[src/rtl/demux_tdm4_pkg.sv]
`default_nettype none
// +----------------------------------------------------------------------+
// | demux_tdm4_pkg : shared FSM state type and channel index constants    |
// | Revision: 1.0                                                         |
// +----------------------------------------------------------------------+
package demux_tdm4_pkg;

    typedef enum logic [0:0] {
        IDLE = 1'b0,
        RUN  = 1'b1
    } state_t;

    localparam logic [1:0] CH_A = 2'd0;
    localparam logic [1:0] CH_B = 2'd1;
    localparam logic [1:0] CH_C = 2'd2;
    localparam logic [1:0] CH_D = 2'd3;

    // Bit 0 corresponds to channel a.
    function automatic logic [3:0] ch_onehot(input logic [1:0] idx);
        ch_onehot = 4'b0001 << idx;
    endfunction

endpackage
`default_nettype wire

[src/rtl/demux_slot_ctr.sv]
`default_nettype none
// +----------------------------------------------------------------------+
// | demux_slot_ctr : TDM frame FSM, slot counter and sync error detector  |
// | Revision: 1.0                                                         |
// +----------------------------------------------------------------------+
module demux_slot_ctr
    import demux_tdm4_pkg::*;
(
    input  logic       clk,
    input  logic       rst,
    input  logic       tdm_en,
    input  logic       restart,
    input  logic       beat,
    input  logic       sync,
    output logic [1:0] slot,
    output logic       tdm_wr,
    output logic [1:0] tdm_idx,
    output logic       sync_err
);

    state_t     r_state;
    state_t     w_state_nxt;
    state_t     w_state_eff;
    logic [1:0] r_slot;
    logic [1:0] w_slot_nxt;
    logic [1:0] w_slot_eff;
    logic       r_sync_err;
    logic       w_sync_err_nxt;

    always_ff @(posedge clk) begin
        if (rst) begin
            r_state    <= IDLE;
            r_slot     <= 2'd0;
            r_sync_err <= 1'b0;
        end else begin
            r_state    <= w_state_nxt;
            r_slot     <= w_slot_nxt;
            r_sync_err <= w_sync_err_nxt;
        end
    end

    always_comb begin
        // A mode change restarts framing, but the current beat is still evaluated.
        w_state_eff    = restart ? IDLE : r_state;
        w_slot_eff     = restart ? 2'd0 : r_slot;
        w_state_nxt    = w_state_eff;
        w_slot_nxt     = w_slot_eff;
        w_sync_err_nxt = 1'b0;
        tdm_wr         = 1'b0;
        tdm_idx        = w_slot_eff;

        if (!tdm_en) begin
            w_state_nxt = IDLE;
            w_slot_nxt  = 2'd0;
        end else begin
            case (w_state_eff)
                IDLE: begin
                    w_slot_nxt = 2'd0;
                    if (beat && sync) begin
                        tdm_wr      = 1'b1;
                        tdm_idx     = CH_A;
                        w_slot_nxt  = 2'd1;
                        w_state_nxt = RUN;
                    end
                end
                RUN: begin
                    if (sync) begin
                        w_sync_err_nxt = (w_slot_eff != 2'd0);
                        if (beat) begin
                            tdm_wr     = 1'b1;
                            tdm_idx    = CH_A;
                            w_slot_nxt = 2'd1;
                        end else begin
                            w_slot_nxt = 2'd0;
                        end
                    end else if (beat) begin
                        tdm_wr     = 1'b1;
                        w_slot_nxt = w_slot_eff + 2'd1;
                    end
                end
                default: begin
                    w_state_nxt = IDLE;
                    w_slot_nxt  = 2'd0;
                end
            endcase
        end
    end

    assign slot     = r_slot;
    assign sync_err = r_sync_err;

endmodule
`default_nettype wire

[src/rtl/demux_tdm4.sv]
`default_nettype none
// +----------------------------------------------------------------------+
// | demux_tdm4 : 1-to-4 demux, explicit select or TDM auto-slot steering  |
// | Revision: 1.0                                                         |
// +----------------------------------------------------------------------+
module demux_tdm4
    import demux_tdm4_pkg::*;
#(
    parameter int WIDTH = 1
) (
    input  logic             clk,
    input  logic             rst,
    input  logic [WIDTH-1:0] din,
    input  logic             din_valid,
    input  logic             mode,
    input  logic             s0,
    input  logic             s1,
    input  logic             sync,
    output logic [WIDTH-1:0] a,
    output logic [WIDTH-1:0] b,
    output logic [WIDTH-1:0] c,
    output logic [WIDTH-1:0] d,
    output logic             a_vld,
    output logic             b_vld,
    output logic             c_vld,
    output logic             d_vld,
    output logic [1:0]       slot,
    output logic             frame_done,
    output logic             sync_err
);

    logic [WIDTH-1:0] r_ch [4];
    logic [3:0]       r_vld;
    logic             r_frame_done;
    logic             r_mode_prev;

    logic             w_restart;
    logic             w_tdm_wr;
    logic [1:0]       w_tdm_idx;
    logic             w_wr;
    logic [1:0]       w_idx;
    logic [3:0]       w_sel;

    assign w_restart = (mode != r_mode_prev);

    demux_slot_ctr u_slot_ctr (
        .clk      (clk),
        .rst      (rst),
        .tdm_en   (mode),
        .restart  (w_restart),
        .beat     (din_valid),
        .sync     (sync),
        .slot     (slot),
        .tdm_wr   (w_tdm_wr),
        .tdm_idx  (w_tdm_idx),
        .sync_err (sync_err)
    );

    assign w_wr  = mode ? w_tdm_wr : din_valid;
    assign w_idx = mode ? w_tdm_idx : {s0, s1};
    assign w_sel = w_wr ? ch_onehot(w_idx) : 4'b0000;

    always_ff @(posedge clk) begin
        if (rst) begin
            r_vld        <= 4'b0000;
            r_frame_done <= 1'b0;
            r_mode_prev  <= 1'b0;
        end else begin
            r_vld        <= w_sel;
            r_frame_done <= mode && w_tdm_wr && (w_tdm_idx == CH_D);
            r_mode_prev  <= mode;
        end
    end

    for (genvar i = 0; i < 4; i++) begin : g_ch
        always_ff @(posedge clk) begin
            if (rst) begin
                r_ch[i] <= '0;
            end else if (w_sel[i]) begin
                r_ch[i] <= din;
            end
        end
    end

    assign a          = r_ch[CH_A];
    assign b          = r_ch[CH_B];
    assign c          = r_ch[CH_C];
    assign d          = r_ch[CH_D];
    assign a_vld      = r_vld[CH_A];
    assign b_vld      = r_vld[CH_B];
    assign c_vld      = r_vld[CH_C];
    assign d_vld      = r_vld[CH_D];
    assign frame_done = r_frame_done;

endmodule
`default_nettype wire
[config.mk]
export PLATFORM = sky130hd
export DESIGN_NAME = demux_tdm4
export DESIGN_NICKNAME = d
export VERILOG_FILES = /design/src/rtl/demux_tdm4_pkg.sv /design/src/rtl/demux_slot_ctr.sv /design/src/rtl/demux_tdm4.sv
export SDC_FILE = /design/constraint.sdc
export NUM_CORES = 1
export LEC_CHECK = 0
export ABC_AREA = 1
export CORE_MARGIN = 5
export CORE_UTILIZATION = 41
export DETAILED_ROUTE_END_ITERATION = 10
export PLACE_DENSITY_LB_ADDON = 0.3
export SETUP_SLACK_MARGIN = 0.5
export SYNTH_ARGS = -nofsm -noshare
export SYNTH_HDL_FRONTEND = slang
export SYNTH_HIERARCHICAL = 1
export SYNTH_SLANG_ARGS = --single-unit
[constraint.sdc]
create_clock -name clk -period 1.75 [get_ports clk]
set_input_delay 0.2625 -clock clk [delete_from_list [all_inputs] [get_ports clk]]
set_output_delay 0.2625 -clock clk [all_outputs]
set_load 0.01 [all_outputs]
# Word level (Yosys, flattened, before mapping)
# Memory sizes are Yosys's and may differ from the RTL's.
# Index checks and enable logic that the tools add are counted.
# word_totals
elab_cells	62
output_inout_bits	12
ff_bits	10
mem_count	1
mem_bits_rw	4
in_bits	8
# op_classes
n_bitwise	7
eq_ne	2
reduce_logical	6
shift	1
mux	38
n_addsub	1
# mem_list
memory	depth	width	read_ports	rd_ports_with_merged_regs	wr	line	source
r_ch	4	1	4	0	4	demux_tdm4.sv:32	logic [WIDTH-1:0] r_ch [4];
# op_table
op	n
$mux W1	26
$mux W2	8
$pmux W2 S2	2
$mux W4	1
$or A1 B1 Y1	4
$reduce_or A4 Y1	1
$shl A1 B2 Y4 const A	1
$logic_and A1 B1 Y1	3
$not A1 Y1	3
$add A2 B1 Y2 const B	1
$eq A2 B2 Y1 const B	1
$pmux W1 S2	1
$reduce_bool A2 Y1	1
$reduce_or A2 Y1	1
$ne A1 B1 Y1	1

# Depth between registers and ports, before layout
# Gate-level depths: netlist of the first run.
# logic_depth
depth_word	13
ltp_mapped	12
ltp_nobuf	12

# By module
# The synthesis of the first run kept the hierarchy.
# by_module_without_submodules
module	cells_per_inst	seq_area_each_um2	area_per_inst_um2	instances
demux_tdm4	52	240.2	432.9	1
demux_slot_ctr	44	80.1	290.3	1

# Worst setup path before layout of the first run
# OpenSTA, ideal clock, no wires.
# synth_path
kind	reg-to-reg
startpoint	register r_mode_prev
endpoint	memory r_ch[0], enable pin
stages_incl_launch_ff	13
slack_ns	0.005
t_required_ns	1.456
n_path_buf	0
arrival_time_ns	1.451
synth_period_minus_slack_ns	1.745
setup_time_ns	0.294
cell_sequence	dfxtp_1 > xor2_1 > inv_1 > nand2_1 > inv_1 > ha_1 > nand4_1 > nand2_1 > inv_1 > nand2_1 > nand2_1 > nand3_1 > nand2_1
# synth_lines
element	line	source
start, declared	demux_tdm4.sv:35	logic r_mode_prev;
start signal, assigned	demux_tdm4.sv:71	r_mode_prev <= mode;
end, declared	demux_tdm4.sv:32	

==> flow_summary.toml, run 1 <==
[finish]
synthToLayoutAreaGrowth_pct = 68.2
drive_gt1_share_pct = 43.7
ff_latch_area_um2 = 322
fillCellCount = 130
fin_cells = 167
multi_input_area_um2 = 399
fin_nets = 154
diodes = 0

[clock_network]
cts-buffers-inserted = 3
clk_pin_slew_ps = 80
cts_tree = "done"
root_buffer = "clkbuf_4"
clk_path_buf_depth = 2
cts.sinks = 14
insertion_delay_ps = 270
h-tree-depth = 1

[status]
outcome = "completed"

[sta]
min_period_over_period_pct = 97.0
timing.slew.headroom_pct = 84.6
finalMaxSlewViolations = 0
skew_ps = 0.997
setup_viol = 0
min_period_ps = 1700
grt_setup_unrepaired = "true"
final_hold_viol_count = 0
fmax_mhz = 589
worst_slew_pin_slew_ps = 229

[pwr]
leakagePower_uw = 0.000621
clock_power_share_pct = 26.9
p_int_uw = 486
total_power_uw = 663
p_comb_share_pct = 21.0
power_density_mw_per_mm2 = 545
ir_worst_vdd_uv = 376
power_switching_uw = 176
switching_share_pct = 26.6
pwr-share-seq_pct = 52.1

[routing]
first_pass_iters = 4
ant_nets = 0
viasPerCell = 4.54
wl_per_cell_um = 10.6
dr_total_vias = 759
drt_wl_total_um = 1760
drc_errors = 0
drt-initial-drc-count = 10

[yosys]
syn_nets = 106
yosysSeqAreaShare_pct = 44.3
synth_area_um2 = 723
synthCells = 96
yosys_warnings = 6
ys_types = 19
synthFlopType = "dfxtp_1"
synth_edf_count = 4
async_flop_share_pct = 0
syn_avg_cell_area_um2 = 7.53
ys_seq_elements = 14

[floorplanning]
die_x_um = 52
start_util_pct = 42.3
num_rows = 15
ios = 20
dieArea_mm2 = 0.00270
die_h_um = 52
fp.coreArea_mm2 = 0.00171

[place]
place_inst = 156
port_buffers = 19
dpl.hpwl_um = 1300
place_congestion = 0.857

[setup_path]
worstPathArrival_ps = 1690
critical_path_class = "flop to flop"
cp-startpoint = "r_mode_prev"
rr_startpoint = "r_mode_prev"
reg2reg_to = "r_ch[3]"
r2r_cells = 11
end_kind = "flop"
ff2ff_setup_slack_ps = 50
worstPathRequired_ps = 1740
crit_fanout = 4
start_kind = "flop"

[global_routing]
antenna_found_initial = 0
grt_pass1_wl_um = 2890
gr-usage-all-layers_pct = 14.4
first_global_vias = 736
grt_max_degree = 10
grt_overflow = 0

[min_path]
min_path_type = "input port to flop"
hold_depth = 4
hold_end = "r_mode_prev"
hp-start = "mode"

[run]
max-cap-violations = 0
## placed cells by master (no fill, tap or decap), types with 4 or more instances in the layout
cell | Yosys | routed
nand2_1 | 23 | 17
dlygate4sd2_1 | 0 | 13
nand3_2 | 1 | 5
inv_2 | 4 | 10
edfxtp_1 | 4 | 4
nand4_1 | 5 | 5
nor2_1 | 11 | 10
inv_1 | 16 | 10
dfxtp_1 | 10 | 9
nand2_2 | 4 | 8
buf_4 | 0 | 23
clkdlybuf4s50_1 | 0 | 6
## cells in the mapped netlist, types with 2 or more instances
cell type   n  area [um2]
nand2_1    23        86.3
inv_1      16        60.1
nor2_1     11        41.3
dfxtp_1    10         200
nand3_1     7        35.0
nand4_1     5        31.3
edfxtp_1    4         120
inv_2       4        15.0
nand2_2     4        25.0
ha_1        2        25.0
nor2_4      2        22.5
## flip-flops by register name (all words and copies together) (netlist names)
signal,count
r_ch,4
r_vld,4
u_slot_ctr/slot,2
frame_done,1
r_mode_prev,1
u_slot_ctr/r_state,1
u_slot_ctr/sync_err,1
## cells by family (layout without fill, tap and decap cells)
group | count (synthesis) | in the layout | synth area share [%]
fa+ha+maj | 2 | 2 | 3.46
xor+xnor | 1 | 1 | 1.21
flops | 14 | 14 | 44.3
compound gates | 2 | 2 | 2.25
buf+inv | 22 | 68 | 11.6
simple gates | 55 | 55 | 37.2
## critical path: stages, from the launching register on
cell and delay (ps):
dfxtp_2 340, xor2_2 180, buf_4 150, nor2_4 140, nand2_2 70, nand2_1 70, nand2_1 70, nand2_2 90
nand2_1 70, nand2_2 100, nand3_2 70, nand2_1 70
## power by group through the flow
stage                     clock network (uW)  registers (uW)  logic (uW)
after CTS                                184             346         127
final                                    178             345         139
after global placement                     0             353         123
after global routing                     197             347         152
after floorplan                            0             357        54.1
after detailed placement                   0             353         127
## per-layer routing
metal | routed length, um | global-route usage [%] | share of wire [%] | vias up
li1 | - | - | - | 391
met4 | 41 | 7.42 | 2.3 | 0
met5 | 0 | 0 | 0 | -
met1 | 714 | 15.2 | 41 | 344
met3 | 75 | 2.58 | 4.3 | 4
met2 | 930 | 26.8 | 53 | 20
## stage by stage
stage	area [um2]	worst slack (ps)	utilization, %	hold slack [ps]	TNS (ps)
after floorplan	762	143	-	327	0
after global placement	1100	-317	64.6	666	-3160
after detailed placement	1100	-359	64.6	678	-3650
after CTS	1160	116	67.9	611	0
after global routing	1220	-27.4	71.2	656	-58.4
final	1220	53.2	71.2	627	0
## worst max-delay path by stage
stage | endpoint | slack [ps] | cells past startpoint
after floorplan | r_ch[0] | 140 | 12
after global placement | r_ch[2] | -320 | 13
after detailed placement | r_ch[0] | -360 | 13
after CTS | r_ch[2] | 120 | 12
after global routing | r_ch[1] | -30 | 11
final | r_ch[3] | 50 | 11
## cell type report
cell class              instances  share of cell area [%]
repair buffers                 43                    29.4
inverters                      22                    6.89
flip-flops and latches         14                    26.4
multi-input cells              60                    32.8
well taps                      25                    2.57
clock buffers                   3                    1.85
## repair_timing
action	CTS	global route
endpoints found under the setup margin	28	16
hold buffers	0	0
cloned	0	0
pin swaps	5	14
endpoints found under the hold margin	0	0
setup buffers	5	3
gates resized for setup	18	11
(Power assumes the default switching activity.)
==> run 2: changes to the inputs <==
GPL_TIMING_DRIVEN = 0   (was default)
==> run 2 against run 1 <==
Clock power rose by 34%. Power rose by 7.2%. Largest cell class unchanged. Clock skew rose by 4.5 ps. Non-clock buffer count fell by 14. Sequential share of layout area rose by 1.6 points. Routed wire length fell by 7.7%. Register-to-register slack got worse by 50 ps. Utilization fell by 3.6 points. Sequential power barely moved. Sequential cell count did not move. Critical endpoint unchanged.
==> flow_summary.toml, run 2 (synthesis gave the netlist of run 1 again) <==
[setup_path]
start_kind = "flop"
rr_startpoint = "r_mode_prev"
critical_path_class = "flop to flop"
critical_path_cell_count = 11
crit_top_cell = "nand2_2"
max_stage_delay_ps = 370
critPathBufInv = 2
cp-startpoint = "r_mode_prev"
r2r_cells = 11
worstPathArrival_ps = 1750
path_cells = "xor2_4 -> inv_2 -> nand2_2 -> inv_2 -> ha_4 -> nand4_1 -> nand2_2 -> nand2_2 -> nand2_2 -> nand3_1 -> nand2_1"
end_kind = "flop"
crit_fanout = 4
reg2reg_to = "r_ch[3]"
crit_family = "simple AND/OR/NAND/NOR gates"
ff2ff_setup_slack_ps = 0.8
worstPathRequired_ps = 1750
crit_path_end = "r_ch[3]"
slowest_stage = "dfxtp_4"

[global_routing]
grt_pass1_wl_um = 2810
first_global_vias = 703
gr-usage-all-layers_pct = 14.1
grt_overflow = 0
grt_max_degree = 11
antenna_found_initial = 0

[sta]
min_period_ps = 1750
hold_ws_ps = 565
timing.slew.headroom_pct = 79.2
skew_ps = 5.51
min_period_over_period_pct = 100
finalMaxSlewViolations = 0
worst_slew_pin_slew_ps = 312
final_hold_viol_count = 0
setup_viol = 0
fmax_mhz = 572
grt_setup_unrepaired = "true"
worst_slack_ps = 0.831

[floorplanning]
dieArea_mm2 = 0.00270
num_rows = 15
die_x_um = 52
die_h_um = 52
fp.coreArea_mm2 = 0.00171
start_util_pct = 42.3
ios = 20

[pwr]
p_comb_share_pct = 18.0
leakagePower_uw = 0.000582
switching_share_pct = 26.2
p_int_uw = 524
pwr-share-seq_pct = 48.5
power_density_mw_per_mm2 = 615
ir_worst_vdd_uv = 267
power_switching_uw = 186
clock_power_share_pct = 33.5

[finish]
final_cell_mix = "nand2_1 (15), inv_1 (12), nand2_2 (11), dlygate4sd2_1 (11)"
fin_nets = 140
final_common_cell = "nand2_1"
diodes = 0
fillCellCount = 138
drive_gt1_share_pct = 40.3
synthToLayoutAreaGrowth_pct = 59.7

[place]
dp_slack_ps = -803
port_buffers = 19
place_congestion = 0.890
dpl.hpwl_um = 1110

[routing]
viasPerCell = 4.62
dr_total_vias = 711
drc_errors = 0
first_pass_iters = 2
wl_per_cell_um = 10.6
ant_nets = 0
drt-initial-drc-count = 5
drt_wl_total_um = 1630

[clock_network]
cts-buffers-inserted = 3
root_buffer = "clkbuf_4"
h-tree-depth = 1
cts_tree = "done"
clk_path_buf_depth = 2
cts_hold_buf = 0
insertion_delay_ps = 290
clk_pin_slew_ps = 80
cts.sinks = 14

[min_path]
hp-start = "mode"
min_path_type = "input port to flop"

[status]
outcome = "completed"

[run]
max-cap-violations = 0
## run 2: what timing repair did
item                                    4_1_cts  5_1_grt
pin swaps                                    10        7
endpoints found under the setup margin       29       17
resized for setup                            29        6
setup buffers                                 9        1
## run 2: per-stage QoR
step | utilization [%] | total power [uW] | setup TNS [ps] | cell area, um2 | cells
floorplan | - | 411 | 0 | 762 | 96
global placement | 57.6 | 456 | -8660 | 983 | 140
detailed placement | 57.6 | 459 | -9280 | 983 | 140
CTS | 66.2 | 708 | 0 | 1130 | 153
global route | 67.6 | 749 | -569 | 1150 | 154
finish | 67.6 | 710 | 0 | 1150 | 154
## run 2: final cells by class
| type | count | area, um2 | area share, % |
|---|---|---|---|
| Tap cell | 25 | 31.3 | 2.71 |
| Clock buffer | 4 | 36.3 | 3.14 |
| Multi-Input combinational cell | 60 | 418 | 36.2 |
| Inverter | 22 | 83.8 | 7.26 |
| Sequential cell | 14 | 324 | 28.1 |
| Timing Repair Buffer | 29 | 262 | 22.6 |
## run 2: power groups by stage
stage                     combinational [uW]  clock, uW  sequential (uW)
after floorplan                         54.1          0              357
after global placement                   103          0              353
after detailed placement                 106          0              353
after CTS                                122        240              345
after global routing                     140        263              346
final                                    128        238              345
## run 2: how the worst min path moves through the flow
stage | cells after the start | slack [ps] | endpoint
2_1_floorplan | 1 | 330 | r_mode_prev
3_3_place_gp | 4 | 580 | u_slot_ctr/r_state
3_5_place_dp | 4 | 590 | u_slot_ctr/r_state
4_1_cts | 3 | 530 | r_mode_prev
5_1_grt | 3 | 590 | r_mode_prev
6_report | 3 | 560 | r_mode_prev
## run 2: worst min-delay path, cell delays in order
cell and delay, ps:
clkdlybuf4s18_2 340, inv_2 170, nor2_1 50
## run 2: per-layer routing
layer / routed length, um / vias to the layer above / share of wire [%] / global-route usage (%)
li1: - / 358 / - / -
met1: 640 / 336 / 39 / 14.5
met2: 900 / 14 / 55 / 27.0
met3: 55 / 3 / 3.4 / 2.58
met4: 29 / 0 / 1.8 / 6.11
met5: 0 / - / 0 / 0
